## config.mk

```make
export PLATFORM = sky130hd
export DESIGN_NAME = imem_loader
export DESIGN_NICKNAME = d
export VERILOG_FILES = /design/src/rtl/imem_loader.sv
export SDC_FILE = /design/constraint.sdc
export NUM_CORES = 1
export LEC_CHECK = 0
export CAP_MARGIN = 10
export CORE_UTILIZATION = 25
export DETAILED_ROUTE_END_ITERATION = 10
export DONT_BUFFER_PORTS = 1
export PLACE_DENSITY = 0.4
export REMOVE_ABC_BUFFERS = 1
export SETUP_SLACK_MARGIN = 0.02
export SLEW_MARGIN = 10
export SYNTH_ARGS = -nofsm -noshare
export SYNTH_HDL_FRONTEND = slang
export SYNTH_SLANG_ARGS = --single-unit
```

## constraint.sdc

```tcl
create_clock -name i_clk -period 3.1 [get_ports i_clk]
set_input_delay 0.31 -clock i_clk [delete_from_list [all_inputs] [get_ports i_clk]]
set_output_delay 0.31 -clock i_clk [all_outputs]
set_load 0.01 [all_outputs]
```

## src/rtl/imem_loader.sv

```systemverilog
// imem_loader: fills instruction memory from a byte stream and holds the fetch stage until a full image is in place.
// Optional trailing XOR checksum byte is enabled by defining IMEM_LOADER_CHECKSUM_EN.
module imem_loader #(
    parameter int         ADDR_BITS  = 32,
    parameter int         DATA_WIDTH = 32,
    parameter int         MEM_DEPTH  = 64,
    parameter logic [7:0] CMD_LOAD   = 8'h4C
) (
    input  logic                  i_clk,
    input  logic                  i_rst_n,
    input  logic [7:0]            i_rx_data,
    input  logic                  i_rx_valid,
    output logic                  o_mem_wr_en,
    output logic [ADDR_BITS-1:0]  o_mem_wr_addr,
    output logic [DATA_WIDTH-1:0] o_mem_wr_data,
    output logic                  o_pc_reset_out,
    output logic                  o_pc_enable_out,
    output logic                  o_busy,
    output logic                  o_done,
    output logic                  o_error
);
    localparam int BPW  = DATA_WIDTH / 8;
    localparam int BC_W = (BPW > 1) ? $clog2(BPW) : 1;

    typedef enum logic [2:0] {
        S_IDLE    = 3'd0,
        S_COUNT   = 3'd1,
        S_DATA    = 3'd2,
        S_CHECK   = 3'd3,
        S_RELEASE = 3'd4,
        S_ERROR   = 3'd5
    } state_t;

    state_t                r_state, w_state_nxt;
    logic [BC_W-1:0]       r_byte_cnt, w_byte_cnt_nxt;
    logic [7:0]            r_word_idx, w_word_idx_nxt;
    logic [7:0]            r_word_cnt, w_word_cnt_nxt;
    logic [DATA_WIDTH-1:0] r_shift, w_shift_nxt;
    logic [DATA_WIDTH-1:0] w_shift_in;
    logic                  w_n_bad;
    logic                  r_wr_en, w_wr_en_nxt;
    logic [ADDR_BITS-1:0]  r_addr, w_addr_nxt;
    logic [DATA_WIDTH-1:0] r_data, w_data_nxt;
    logic                  r_pc_reset, w_pc_reset_nxt;
    logic                  r_pc_enable, w_pc_enable_nxt;
    logic                  r_busy, w_busy_nxt;
    logic                  r_done, w_done_nxt;
    logic                  r_error, w_error_nxt;
`ifdef IMEM_LOADER_CHECKSUM_EN
    logic [7:0]            r_csum, w_csum_nxt;
`endif

    // Word assembled with the incoming byte as least significant (MSB-first stream)
    assign w_shift_in = DATA_WIDTH'({r_shift, i_rx_data});
    assign w_n_bad    = (i_rx_data == 8'd0) || (32'(i_rx_data) > 32'(MEM_DEPTH));

    // Next-state and next-output logic
    always_comb begin
        w_state_nxt     = r_state;
        w_byte_cnt_nxt  = r_byte_cnt;
        w_word_idx_nxt  = r_word_idx;
        w_word_cnt_nxt  = r_word_cnt;
        w_shift_nxt     = r_shift;
        w_wr_en_nxt     = 1'b0;
        w_addr_nxt      = r_addr;
        w_data_nxt      = r_data;
        w_pc_reset_nxt  = r_pc_reset;
        w_pc_enable_nxt = r_pc_enable;
        w_busy_nxt      = r_busy;
        w_done_nxt      = 1'b0;
        w_error_nxt     = r_error;
`ifdef IMEM_LOADER_CHECKSUM_EN
        w_csum_nxt      = r_csum;
`endif
        case (r_state)
            S_IDLE, S_ERROR: begin
                if (i_rx_valid && (i_rx_data == CMD_LOAD)) begin
                    w_state_nxt     = S_COUNT;
                    w_error_nxt     = 1'b0;
                    w_busy_nxt      = 1'b1;
                    w_pc_reset_nxt  = 1'b1;
                    w_pc_enable_nxt = 1'b0;
                end else begin
                    w_state_nxt = r_state;
                end
            end
            S_COUNT: begin
                if (i_rx_valid && w_n_bad) begin
                    w_state_nxt = S_ERROR;
                    w_error_nxt = 1'b1;
                    w_busy_nxt  = 1'b0;
                end else if (i_rx_valid) begin
                    w_state_nxt    = S_DATA;
                    w_word_cnt_nxt = i_rx_data;
                    w_word_idx_nxt = 8'd0;
                    w_byte_cnt_nxt = {BC_W{1'b0}};
`ifdef IMEM_LOADER_CHECKSUM_EN
                    w_csum_nxt     = 8'd0;
`endif
                end else begin
                    w_state_nxt = r_state;
                end
            end
            S_DATA: begin
                if (i_rx_valid) begin
                    w_shift_nxt = w_shift_in;
`ifdef IMEM_LOADER_CHECKSUM_EN
                    w_csum_nxt  = r_csum ^ i_rx_data;
`endif
                    if (r_byte_cnt == BC_W'(BPW - 1)) begin
                        w_wr_en_nxt    = 1'b1;
                        w_addr_nxt     = ADDR_BITS'(r_word_idx) * ADDR_BITS'(BPW);
                        w_data_nxt     = w_shift_in;
                        w_word_idx_nxt = r_word_idx + 8'd1;
                        w_byte_cnt_nxt = {BC_W{1'b0}};
                        if (r_word_idx == (r_word_cnt - 8'd1)) begin
`ifdef IMEM_LOADER_CHECKSUM_EN
                            w_state_nxt = S_CHECK;
`else
                            w_state_nxt = S_RELEASE;
                            w_done_nxt  = 1'b1;
                            w_busy_nxt  = 1'b0;
`endif
                        end else begin
                            w_state_nxt = S_DATA;
                        end
                    end else begin
                        w_byte_cnt_nxt = r_byte_cnt + BC_W'(1);
                    end
                end else begin
                    w_state_nxt = r_state;
                end
            end
`ifdef IMEM_LOADER_CHECKSUM_EN
            S_CHECK: begin
                if (i_rx_valid && (i_rx_data == r_csum)) begin
                    w_state_nxt = S_RELEASE;
                    w_done_nxt  = 1'b1;
                    w_busy_nxt  = 1'b0;
                end else if (i_rx_valid) begin
                    w_state_nxt = S_ERROR;
                    w_error_nxt = 1'b1;
                    w_busy_nxt  = 1'b0;
                end else begin
                    w_state_nxt = r_state;
                end
            end
`endif
            S_RELEASE: begin
                // Any byte arriving here is dropped; the CPU is let go next cycle
                w_state_nxt     = S_IDLE;
                w_pc_reset_nxt  = 1'b0;
                w_pc_enable_nxt = 1'b1;
            end
            default: begin
                w_state_nxt = S_IDLE;
            end
        endcase
    end

    // State register
    always_ff @(posedge i_clk or negedge i_rst_n) begin
        if (!i_rst_n) begin
            r_state <= S_IDLE;
        end else begin
            r_state <= w_state_nxt;
        end
    end

    // Datapath and output registers
    always_ff @(posedge i_clk or negedge i_rst_n) begin
        if (!i_rst_n) begin
            r_byte_cnt  <= {BC_W{1'b0}};
            r_word_idx  <= 8'd0;
            r_word_cnt  <= 8'd0;
            r_shift     <= {DATA_WIDTH{1'b0}};
            r_wr_en     <= 1'b0;
            r_addr      <= {ADDR_BITS{1'b0}};
            r_data      <= {DATA_WIDTH{1'b0}};
            r_pc_reset  <= 1'b1;
            r_pc_enable <= 1'b0;
            r_busy      <= 1'b0;
            r_done      <= 1'b0;
            r_error     <= 1'b0;
`ifdef IMEM_LOADER_CHECKSUM_EN
            r_csum      <= 8'd0;
`endif
        end else begin
            r_byte_cnt  <= w_byte_cnt_nxt;
            r_word_idx  <= w_word_idx_nxt;
            r_word_cnt  <= w_word_cnt_nxt;
            r_shift     <= w_shift_nxt;
            r_wr_en     <= w_wr_en_nxt;
            r_addr      <= w_addr_nxt;
            r_data      <= w_data_nxt;
            r_pc_reset  <= w_pc_reset_nxt;
            r_pc_enable <= w_pc_enable_nxt;
            r_busy      <= w_busy_nxt;
            r_done      <= w_done_nxt;
            r_error     <= w_error_nxt;
`ifdef IMEM_LOADER_CHECKSUM_EN
            r_csum      <= w_csum_nxt;
`endif
        end
    end

    assign o_mem_wr_en     = r_wr_en;
    assign o_mem_wr_addr   = r_addr;
    assign o_mem_wr_data   = r_data;
    assign o_pc_reset_out  = r_pc_reset;
    assign o_pc_enable_out = r_pc_enable;
    assign o_busy          = r_busy;
    assign o_done          = r_done;
    assign o_error         = r_error;
endmodule

```

==> impl_metrics.tcl, run 1 <==
set metrics [dict create \
    yosysWarnings 0 \
    synth_edf_count 0 \
    grt_max_degree 92 \
    clock.fmax_mhz 468 \
    wl_per_cell_um 14.0 \
    drive_gt1_share_pct 11.0 \
    final-setup-viol-count 0 \
    cts_tree "done" \
    initial_core_util_pct 25.7 \
    synth_top_area_cell "dfrtp_1" \
    ys_ff_latch 91 \
    holdCritPathClass "input pin to flop" \
    antenna_found_initial 0 \
    synth_top_family_by_area "simple AND/OR/NAND/NOR gates" \
    grt-ovfl-total 0 \
    maxSlewHeadroom_pct 54.1 \
    placeableCoreArea_um2 15900 \
    yosysUniqueCellTypes 45 \
    cp-start-kind "flop" \
    area.growth.synth_to_final_pct 12.8 \
    diodes 0 \
    drv_cap 0 \
    avgSynthCellArea_um2 9.72 \
    yosysMostFrequentCell "nand2_1" \
    path_class "flop to flop" \
    cts-buffers-inserted 9 \
    grt_pass1_vias 2835 \
    synth_top_area_share_pct 55.2 \
    synth_compound_area_share_pct 4.54 \
    post_cts_buffers 0 \
    wl_um 8900 \
    h-tree-depth 3 \
    hold_violations 0 \
    cts_root_buf "clkbuf_16" \
    outcome "complete, no violations" \
    place_hpwl_um 5680 \
    cts_buffer_depth 2 \
    grt_pass1_wl_um 14800 \
    vias_per_cell 4.25 \
    end_kind "flop" \
    timing.final.ws_setup_ns 0.962 \
    synth_common_cells "nand2_1 (155), dfrtp_1 (90), buf_4 (24), mux2_2 (18), clkbuf_1 (16)" \
    ys.flop_type "dfrtp_1" \
    nets 429 \
    rsz0062_at_grt "no" \
    firstDrtPassIters 4 \
    fin_setup_tns_ns 0 \
    ys_seq_area_share_pct 55.8 \
    synth.area.top_cells "dfrtp_1 (55%), nand2_1 (14%), mux2_2 (5.0%)" \
    dp_slack_ns 0.802 \
    die_y_um 130 \
    leakage_uw 0.00233 \
    drtIter0Drc 142 \
    num_vias 2704 \
    cts_sinks 91 \
    syn_inst 420 \
    numPortBuffers 0 \
    crit_fanout 5 \
    peakVddDrop_mv 0.279 \
    row_count 46 \
    fp.dieArea_um2 16800 \
    mappedNetlistArea_um2 4080 \
    crit_arrival_ns 2.37 \
    ctsResizeCount 0 \
    worstMarginPinSlew_ns 0.682 \
    ios 81 \
    final.period_utilization_pct 69.0 \
    power-per-cell-area_nw_per_um2 712 \
    die_w_um 130 \
    clock_latency_ns 0.36 \
    clkTransAtPathRegs_ns 0.07 \
    n_fill_cell 1693 \
    synth-simple-area-share_pct 22.5 \
    synth_xor_area_share_pct 3.65 \
    grt.total_usage_pct 11.9 \
    skew_ns 0.0129 \
    cp.required_ns 3.34 \
    routabilityCongestion 0.736 \
    synth_fa_ha_area_share_pct 0.920 \
    holdWs_ns 0.0639 \
    ant_nets 0 \
    synthMuxAreaShare_pct 5.52 \
    ys_async_sr_fraction_pct 100 \
    drc 0 \
    slew_viol_final 0 \
    period_minus_slack_ns 2.14 \
]
-- placed cells by master (no fill, tap or decap), types with 6 or more instances in the layout --
cell type / count
clkbuf_16: 9
conb_1: 24
dfrtp_1: 90
mux2_2: 18
nand2_1: 154
nor2_1: 11
nor3_1: 6
o21ai_0: 11
xnor2_1: 12
-- logic make-up after synthesis --
| logic type | after synthesis |
|---|---|
| and+or+nand+nor | 211 |
| AOI/OAI and AO/OA | 28 |
| other | 1 |
| DFF | 91 |
| adders and majority gates | 3 |
| xor gates and xnor gates | 17 |
| muxes | 20 |
| buffers and inverters | 49 |
-- routing by layer --
metal / GRT usage, % / up-vias / share of wire (%)
li1: - / 1304 / -
met5: 0 / - / 0
met2: 19.2 / 73 / 48
met4: 6.70 / 0 / 2.5
met1: 14.4 / 1310 / 44
met3: 2.91 / 17 / 5.0
-- worst paths after layout --
kind                                           start                       endpoint  slack, ns  cells after the start
max                        r_word_cnt[0]$_DFFE_PN0P_         r_state[1]$_DFFE_PN0P_       0.96                      7
min                                     i_rx_data[4]         r_shift[4]$_DFFE_PN0P_       0.06                      2
max reg2reg                r_word_cnt[0]$_DFFE_PN0P_         r_state[1]$_DFFE_PN0P_       0.96                      7
min reg2reg                  r_shift[22]$_DFFE_PN0P_  o_mem_wr_data[30]$_DFFE_PN0P_       0.47                      2
max in group asynchronous                    i_rst_n        r_shift[21]$_DFFE_PN0P_       2.21                      2
min in group asynchronous                    i_rst_n   o_mem_wr_addr[9]$_DFFE_PN0P_       0.53                      2
-- worst max-delay path: stages (launching register included) --
cell	delay, ns
dfrtp_1	0.41
inv_1	0.07
ha_1	0.25
nor2b_1	0.15
or3_1	0.35
a31o_2	0.27
or3_1	0.34
o22a_1	0.18
-- through the flow --
step / utilization, % / cell area, um^2 / power, uW / std cells
after floorplan: - / 3900 / 1850 / 399
after global placement: 26.5 / 4210 / 1970 / 618
after detailed placement: 26.5 / 4210 / 1980 / 618
after CTS: 29.0 / 4600 / 3340 / 636
after global routing: 29.0 / 4600 / 3480 / 636
final: 29.0 / 4600 / 3280 / 636
-- flip-flops by register name (all words and copies together), names as in the netlist --
register	flops
o_pc_reset_out	1
r_shift	24
r_word_cnt	8
o_done	1
r_byte_cnt	2
o_error	1
o_mem_wr_data	32
o_busy	1
o_pc_enable_out	1
o_mem_wr_addr	8
r_state	3
r_word_idx	8
o_mem_wr_en	1
-- area by class of cell --
| cell class | instances | area, um^2 | share of cell area (%) |
|---|---|---|---|
| clock buffers | 11 | 243 | 5.27 |
| clock inverters | 5 | 108 | 2.34 |
| inverters | 5 | 18.8 | 0.408 |
| multi-input cells | 303 | 1620 | 35.3 |
| flip-flops and latches | 91 | 2280 | 49.5 |
| well taps | 216 | 270 | 5.87 |
| repair buffers | 5 | 60.1 | 1.31 |
-- where the power goes --
group          total (uW)  switching (uW)  internal [uW]
clock network        1300             484            815
logic                 432             243            189
registers            1550             177           1370
total                3280             903           2370
-- timing repair --
item	in CTS	in global routing
hold buffers	2	0
endpoints found under the setup margin	0	0
hold endpoints to repair	91	0
No activity file was read; power rests on OpenSTA's default activity.
==> run 2: changes to the inputs <==
Settings changed: ABC_AREA set to 1.
Clock period 3.1 ns to 2.1 ns, I/O delays scaled along.
==> run 2 against run 1 <==
Net effect: the flow now finishes with violations (negative hold slack); via count up 8.4%; non-clock buffer count grew 7; cell count is 15% higher; sequential share of layout area fell by 2.4 points; sequential power rose by 100%; global-route usage is 0.72 points lower; fmax up 14%; setup slack got worse by 0.73 ns; clock skew is 0.0058 ns lower; critical path depth grew 3; critical path type unchanged.
==> impl_metrics.tcl, run 2 <==
set metrics [dict create \
    outcome "finished, violations left" \
    violations "negative hold slack" \
    synth.area.top_cells "dfrtp_1 (52%), nand2_1 (14%), o21ai_2 (6.4%)" \
    ant_nets 0 \
    avgSynthCellArea_um2 8.80 \
    ys_ff_latch 91 \
    regArea_um2 2280 \
    end_kind "flop" \
    crit_family "buffers and inverters" \
    synth_top_area_share_pct 51.5 \
    synth_top_area_cell "dfrtp_1" \
    cp_slowest_cell "inv_4" \
    cp_num_cells 10 \
    final-setup-viol-count 0 \
    yosysWarnings 0 \
    rrSetupSlack_ns 0.23 \
    synth_edf_count 0 \
    mappedNetlistArea_um2 4370 \
    cts_root_buf "clkbuf_16" \
    rsz0062_at_grt "no" \
    largest_reg_flops 32 \
    ys.flop_type "dfrtp_1" \
    drc 0 \
    cpPeakStageDelay_ns 0.59 \
    clock.fmax_mhz 535 \
    antenna_found_initial 0 \
    grt-ovfl-total 0 \
    firstDrtPassIters 4 \
    grt.total_usage_pct 11.1 \
    initial_core_util_pct 26.0 \
    cts_sinks 91 \
    place_hpwl_um 6430 \
    crit_arrival_ns 2.13 \
    grt_pass1_wl_um 15400 \
    num_vias 2931 \
    fin_setup_tns_ns 0 \
    wl_per_cell_um 12.8 \
    grtUsageMet2_pct 18.0 \
    die_y_um 134 \
    r2r_end "o_mem_wr_addr[7]$_DFFE_PN0P_" \
    drive_gt1_share_pct 13.4 \
    ys_seq_area_share_pct 52.1 \
    wl_um 9340 \
    busiest_layer "met2" \
    drv_cap 0 \
    critPathCapture "o_mem_wr_addr[7]$_DFFE_PN0P_" \
    holdCritPathClass "input pin to async pin" \
    nets 519 \
    most-common-layout-cells "nand2_1 (166), dfrtp_1 (90), inv_1 (50), o21ai_0 (32), o21ai_2 (32)" \
    path_cells "nor2_2, inv_2, nor2_8, inv_4, nor2_8, inv_4, nor2_8, inv_4, nand2_1, o21ai_2" \
    dp_slack_ns 0.203 \
    rr_worst_depth 10 \
    h-tree-depth 3 \
    area.growth.synth_to_final_pct 10.5 \
    layout_commonest_cell "nand2_1" \
    cp-start-kind "flop" \
    crit_fanout 70 \
    reg2reg_from "r_state[2]$_DFFE_PN0P_" \
    cp.required_ns 2.36 \
    placeableCoreArea_um2 16800 \
    ios 81 \
    numPortBuffers 0 \
    period_minus_slack_ns 1.87 \
    peakVddDrop_mv 0.461 \
    ys_async_sr_fraction_pct 100 \
    hold_buffers 7 \
    stdcell_count 729 \
    cts-buffers-inserted 9 \
    hold_violations 91 \
    worstSetupStartpoint "r_state[2]$_DFFE_PN0P_" \
    grt_pass1_vias 2881 \
    die_w_um 134 \
    n_fill_cell 1845 \
    syn_inst 497 \
    grt_use_met1_pct 13.5 \
    grt_max_degree 92 \
    routabilityCongestion 0.779 \
    yosysUniqueCellTypes 33 \
    row_count 47 \
    met3_usage_pct 4.12 \
    drtIter0Drc 108 \
    worstMarginPinSlew_ns 0.829 \
    path_buf_inv 4 \
    yosysMostFrequentCell "nand2_1" \
    timing.final.ws_setup_ns 0.230 \
    power-per-cell-area_nw_per_um2 1360 \
    cts_tree "done" \
    path_class "flop to flop" \
    diodes 0 \
    cts_buffer_depth 2 \
    final.period_utilization_pct 89.0 \
    power_uw 6570 \
    dp.cells 706 \
    clock_latency_ns 0.34 \
    holdWs_ns -0.441 \
    synth_common_cells "nand2_1 (166), dfrtp_1 (90), inv_1 (50), o21ai_0 (32), o21ai_2 (32)" \
    fp.dieArea_um2 18000 \
    skew_ns 0.00713 \
    leakage_uw 0.00243 \
    slew_viol_final 0 \
    vias_per_cell 4.02 \
    clkTransAtPathRegs_ns 0.06 \
    maxSlewHeadroom_pct 44.7 \
    multi_input_area_um2 1670 \
]
[run 2: metal layers]
layer  vias up  share of wire [%]
li1       1513                  -
met1      1348                 45
met2        56                 47
met3        14                6.1
met4         0                1.6
met5         -                  0
[run 2: power by group]
| group | internal, uW | switching, uW |
|---|---|---|
| registers | 2460 | 683 |
| clock network | 919 | 654 |
| logic | 701 | 1150 |
| total | 4080 | 2490 |
[run 2: final cells by class]
| cell class | instances | area share (%) |
|---|---|---|
| clock buffer | 11 | 4.82 |
| clock inverter | 4 | 1.06 |
| inverter | 56 | 4.51 |
| multi-input combinational | 335 | 34.5 |
| sequential | 91 | 47.2 |
| tap | 220 | 5.70 |
| timing repair buffer | 12 | 2.23 |
[run 2: kinds of logic after synthesis]
logic type,share of synthesized area (%)
flip-flops,52.1
XOR/XNOR,1.60
other,0.0858
AO/OA/AOI/OAI,11.8
buffers and inverters,11.8
AND/OR/NAND/NOR,21.8
adder cells (fa/ha/maj),0.858
[run 2: worst min-delay path by stage]
stage / end / from / depth (start not counted) / slack, ns
after global routing: o_mem_wr_data[27]$_DFFE_PN0P_ / i_rst_n / 0 / -0.47
after detailed placement: o_mem_wr_data[22]$_DFFE_PN0P_ / i_rst_n / 0 / -0.08
after CTS: o_mem_wr_data[22]$_DFFE_PN0P_ / i_rst_n / 0 / -0.46
final: o_mem_wr_data[27]$_DFFE_PN0P_ / i_rst_n / 0 / -0.44
after global placement: o_mem_wr_data[19]$_DFFE_PN0P_ / i_rst_n / 0 / -0.08
after floorplan: o_busy$_DFFE_PN0P_ / i_rst_n / 0 / -0.09
[run 2: timing repair]
action / in CTS / in global routing
hold endpoints to repair: 99 / 91
endpoints found under the setup margin: 0 / 3
resized for setup: 0 / 1
setup buffers: 0 / 1
[run 2: stage by stage]
stage               instance area (um^2)  util (%)
finish                              4830      28.7
global route                        4830      28.7
CTS                                 4820      28.7
detailed placement                  4470      26.6
global placement                    4470      26.6
floorplan                           4160         -
==> run 3: changes to the inputs <==
Settings changed: ABC_AREA 1 to not set, CORE_UTILIZATION 25 to 55, PLACE_DENSITY 0.4 to 0.72.
==> run 3 against run 2 <==
Net effect: critical path type unchanged; sequential cell count unchanged; critical path depth decreased by 3; highest routed layer unchanged; count of clock-buffer cells in the layout unchanged; setup slack got worse by 0.079 ns; design area decreased by 8.6%; the flow still finishes with violations (negative hold slack); fmax decreased by 4.0%.
==> impl_metrics.tcl, run 3 (synthesis gave the netlist of run 1 again) <==
set metrics [dict create \
    cp.required_ns 2.35 \
    ios 81 \
    cts_tree "done" \
    reg2reg_from "r_word_cnt[1]$_DFFE_PN0P_" \
    numPortBuffers 0 \
    slew_viol_final 0 \
    grt_pass1_vias 2612 \
    placeableCoreArea_um2 7210 \
    grt.total_usage_pct 21.4 \
    power-per-cell-area_nw_per_um2 939 \
    hold_buffers 7 \
    power_uw 4150 \
    crit_family "simple AND/OR/NAND/NOR gates" \
    grt-ovfl-total 0 \
    period_minus_slack_ns 1.95 \
    n_fill_cell 621 \
    diodes 0 \
    path_cells "inv_1, ha_2, nor2b_1, or3_1, a31o_2, or3_1, o22a_1" \
    post_cts_buffers 0 \
    holdCritPathClass "input pin to async pin" \
    final-setup-viol-count 0 \
    die_w_um 88.1 \
    vias_per_cell 5.22 \
    path_buf_inv 1 \
    outcome "finished, violations left" \
    num_vias 2788 \
    wl_um 7700 \
    cts_root_buf "clkbuf_8" \
    grt_max_degree 92 \
    cts-buffers-inserted 9 \
    holdWs_ns -0.472 \
    cp-start-kind "flop" \
    ant_nets 0 \
    end_kind "flop" \
    crit_arrival_ns 2.20 \
    antenna_found_initial 0 \
    grt_pass1_wl_um 12400 \
    rsz0062_at_grt "no" \
    cts_sinks 91 \
    regArea_um2 2280 \
    crit_fanout 5 \
    rr_worst_depth 7 \
    path_class "flop to flop" \
    h-tree-depth 3 \
    row_count 31 \
    rrSetupSlack_ns 0.15 \
    drtIter0Drc 134 \
    r2r_end "r_state[1]$_DFFE_PN0P_" \
    clock.fmax_mhz 513 \
    drc 0 \
    cpMostUsedCell "or3_1" \
    clkTransAtPathRegs_ns 0.09 \
    die_y_um 88.1 \
    hold_violations 91 \
    skew_ns 0.0111 \
    cp_slowest_cell "dfrtp_1" \
    most-common-layout-cells "nand2_1 (154), dfrtp_1 (90), conb_1 (24), mux2_2 (18), buf_4 (13)" \
    area.growth.synth_to_final_pct 8.22 \
    firstDrtPassIters 4 \
    drv_cap 0 \
    nets 444 \
    cpPeakStageDelay_ns 0.37 \
    multi_input_area_um2 1630 \
    layout_commonest_cell "nand2_1" \
    final.period_utilization_pct 92.8 \
    routabilityCongestion 0.847 \
    fp.dieArea_um2 7770 \
    violations "negative hold slack" \
    largest_reg_flops 32 \
    drive_gt1_share_pct 12.9 \
    initial_core_util_pct 56.6 \
    clock_latency_ns 0.36 \
    cts_buffer_depth 2 \
    leakage_uw 0.00232 \
    peakVddDrop_mv 0.425 \
    place_hpwl_um 4920 \
    wl_per_cell_um 14.4 \
]
run 3: cell types whose count changed in the layout (fill, tap and decap cells not counted), moves of 12 or more:
cell / previous run / this run
inv_1: 50 / 5
mux2_2: 0 / 18
o21ai_2: 32 / 0
o21ai_0: 32 / 11
nand2_1: 166 / 154
nor2_1: 24 / 11
run 3: cell type report:
class / instances / area share [%]
clock inverters: 5 / 1.36
inverters: 5 / 0.425
repair buffers: 20 / 3.80
multi-input cells: 303 / 36.8
well taps: 99 / 2.80
flip-flops and latches: 91 / 51.6
clock buffers: 11 / 3.20
run 3: layer usage:
layer	vias up	track usage (%)	share of wire, %	routed length (um)
li1	1334	-	-	-
met1	1332	28.2	44	3410
met2	103	33.6	47	3600
met3	19	4.62	6.2	476
met4	0	10.9	2.7	205
met5	-	0	0	0
run 3: worst register-to-register path: stages, from the launching register on:
cell and delay, ns:
dfrtp_1 0.37, inv_1 0.07, ha_2 0.20, nor2b_1 0.13, or3_1 0.34, a31o_2 0.23, or3_1 0.34, o22a_1 0.17
run 3: worst max-delay path by stage:
stage / start / end / slack, ns / depth (start not counted)
floorplan: r_state[2]$_DFFE_PN0P_ / r_word_idx[6]$_DFFE_PN0P_ / -2.97 / 6
global placement: i_rx_data[1] / r_state[1]$_DFFE_PN0P_ / 0.11 / 5
detailed placement: r_word_cnt[1]$_DFFE_PN0P_ / r_state[1]$_DFFE_PN0P_ / 0.07 / 7
CTS: r_word_cnt[1]$_DFFE_PN0P_ / r_state[1]$_DFFE_PN0P_ / 0.07 / 7
global route: r_word_cnt[1]$_DFFE_PN0P_ / o_busy$_DFFE_PN0P_ / 0.03 / 7
finish: r_word_cnt[1]$_DFFE_PN0P_ / r_state[1]$_DFFE_PN0P_ / 0.15 / 7
run 3: stage by stage:
stage | setup TNS [ns] | instances | instance area [um^2] | util (%) | worst slack [ns]
2_1_floorplan | -141.95 | 399 | 3900 | - | -2.97
3_3_place_gp | 0 | 511 | 4140 | 57.4 | 0.112
3_5_place_dp | 0 | 511 | 4140 | 57.4 | 0.0730
4_1_cts | 0 | 534 | 4410 | 61.2 | 0.0660
5_1_grt | 0 | 534 | 4420 | 61.2 | 0.0330
6_report | 0 | 534 | 4420 | 61.2 | 0.151
run 3: where the power goes:
part / internal (uW) / switching [uW] / total, uW
combinational: 307 / 350 / 657
sequential: 2020 / 257 / 2280
clock: 590 / 622 / 1210
run 3: repair_timing:
action / in CTS / in global routing
gates resized for setup: 0 / 1
hold endpoints to repair: 111 / 91
endpoints found under the setup margin: 0 / 2
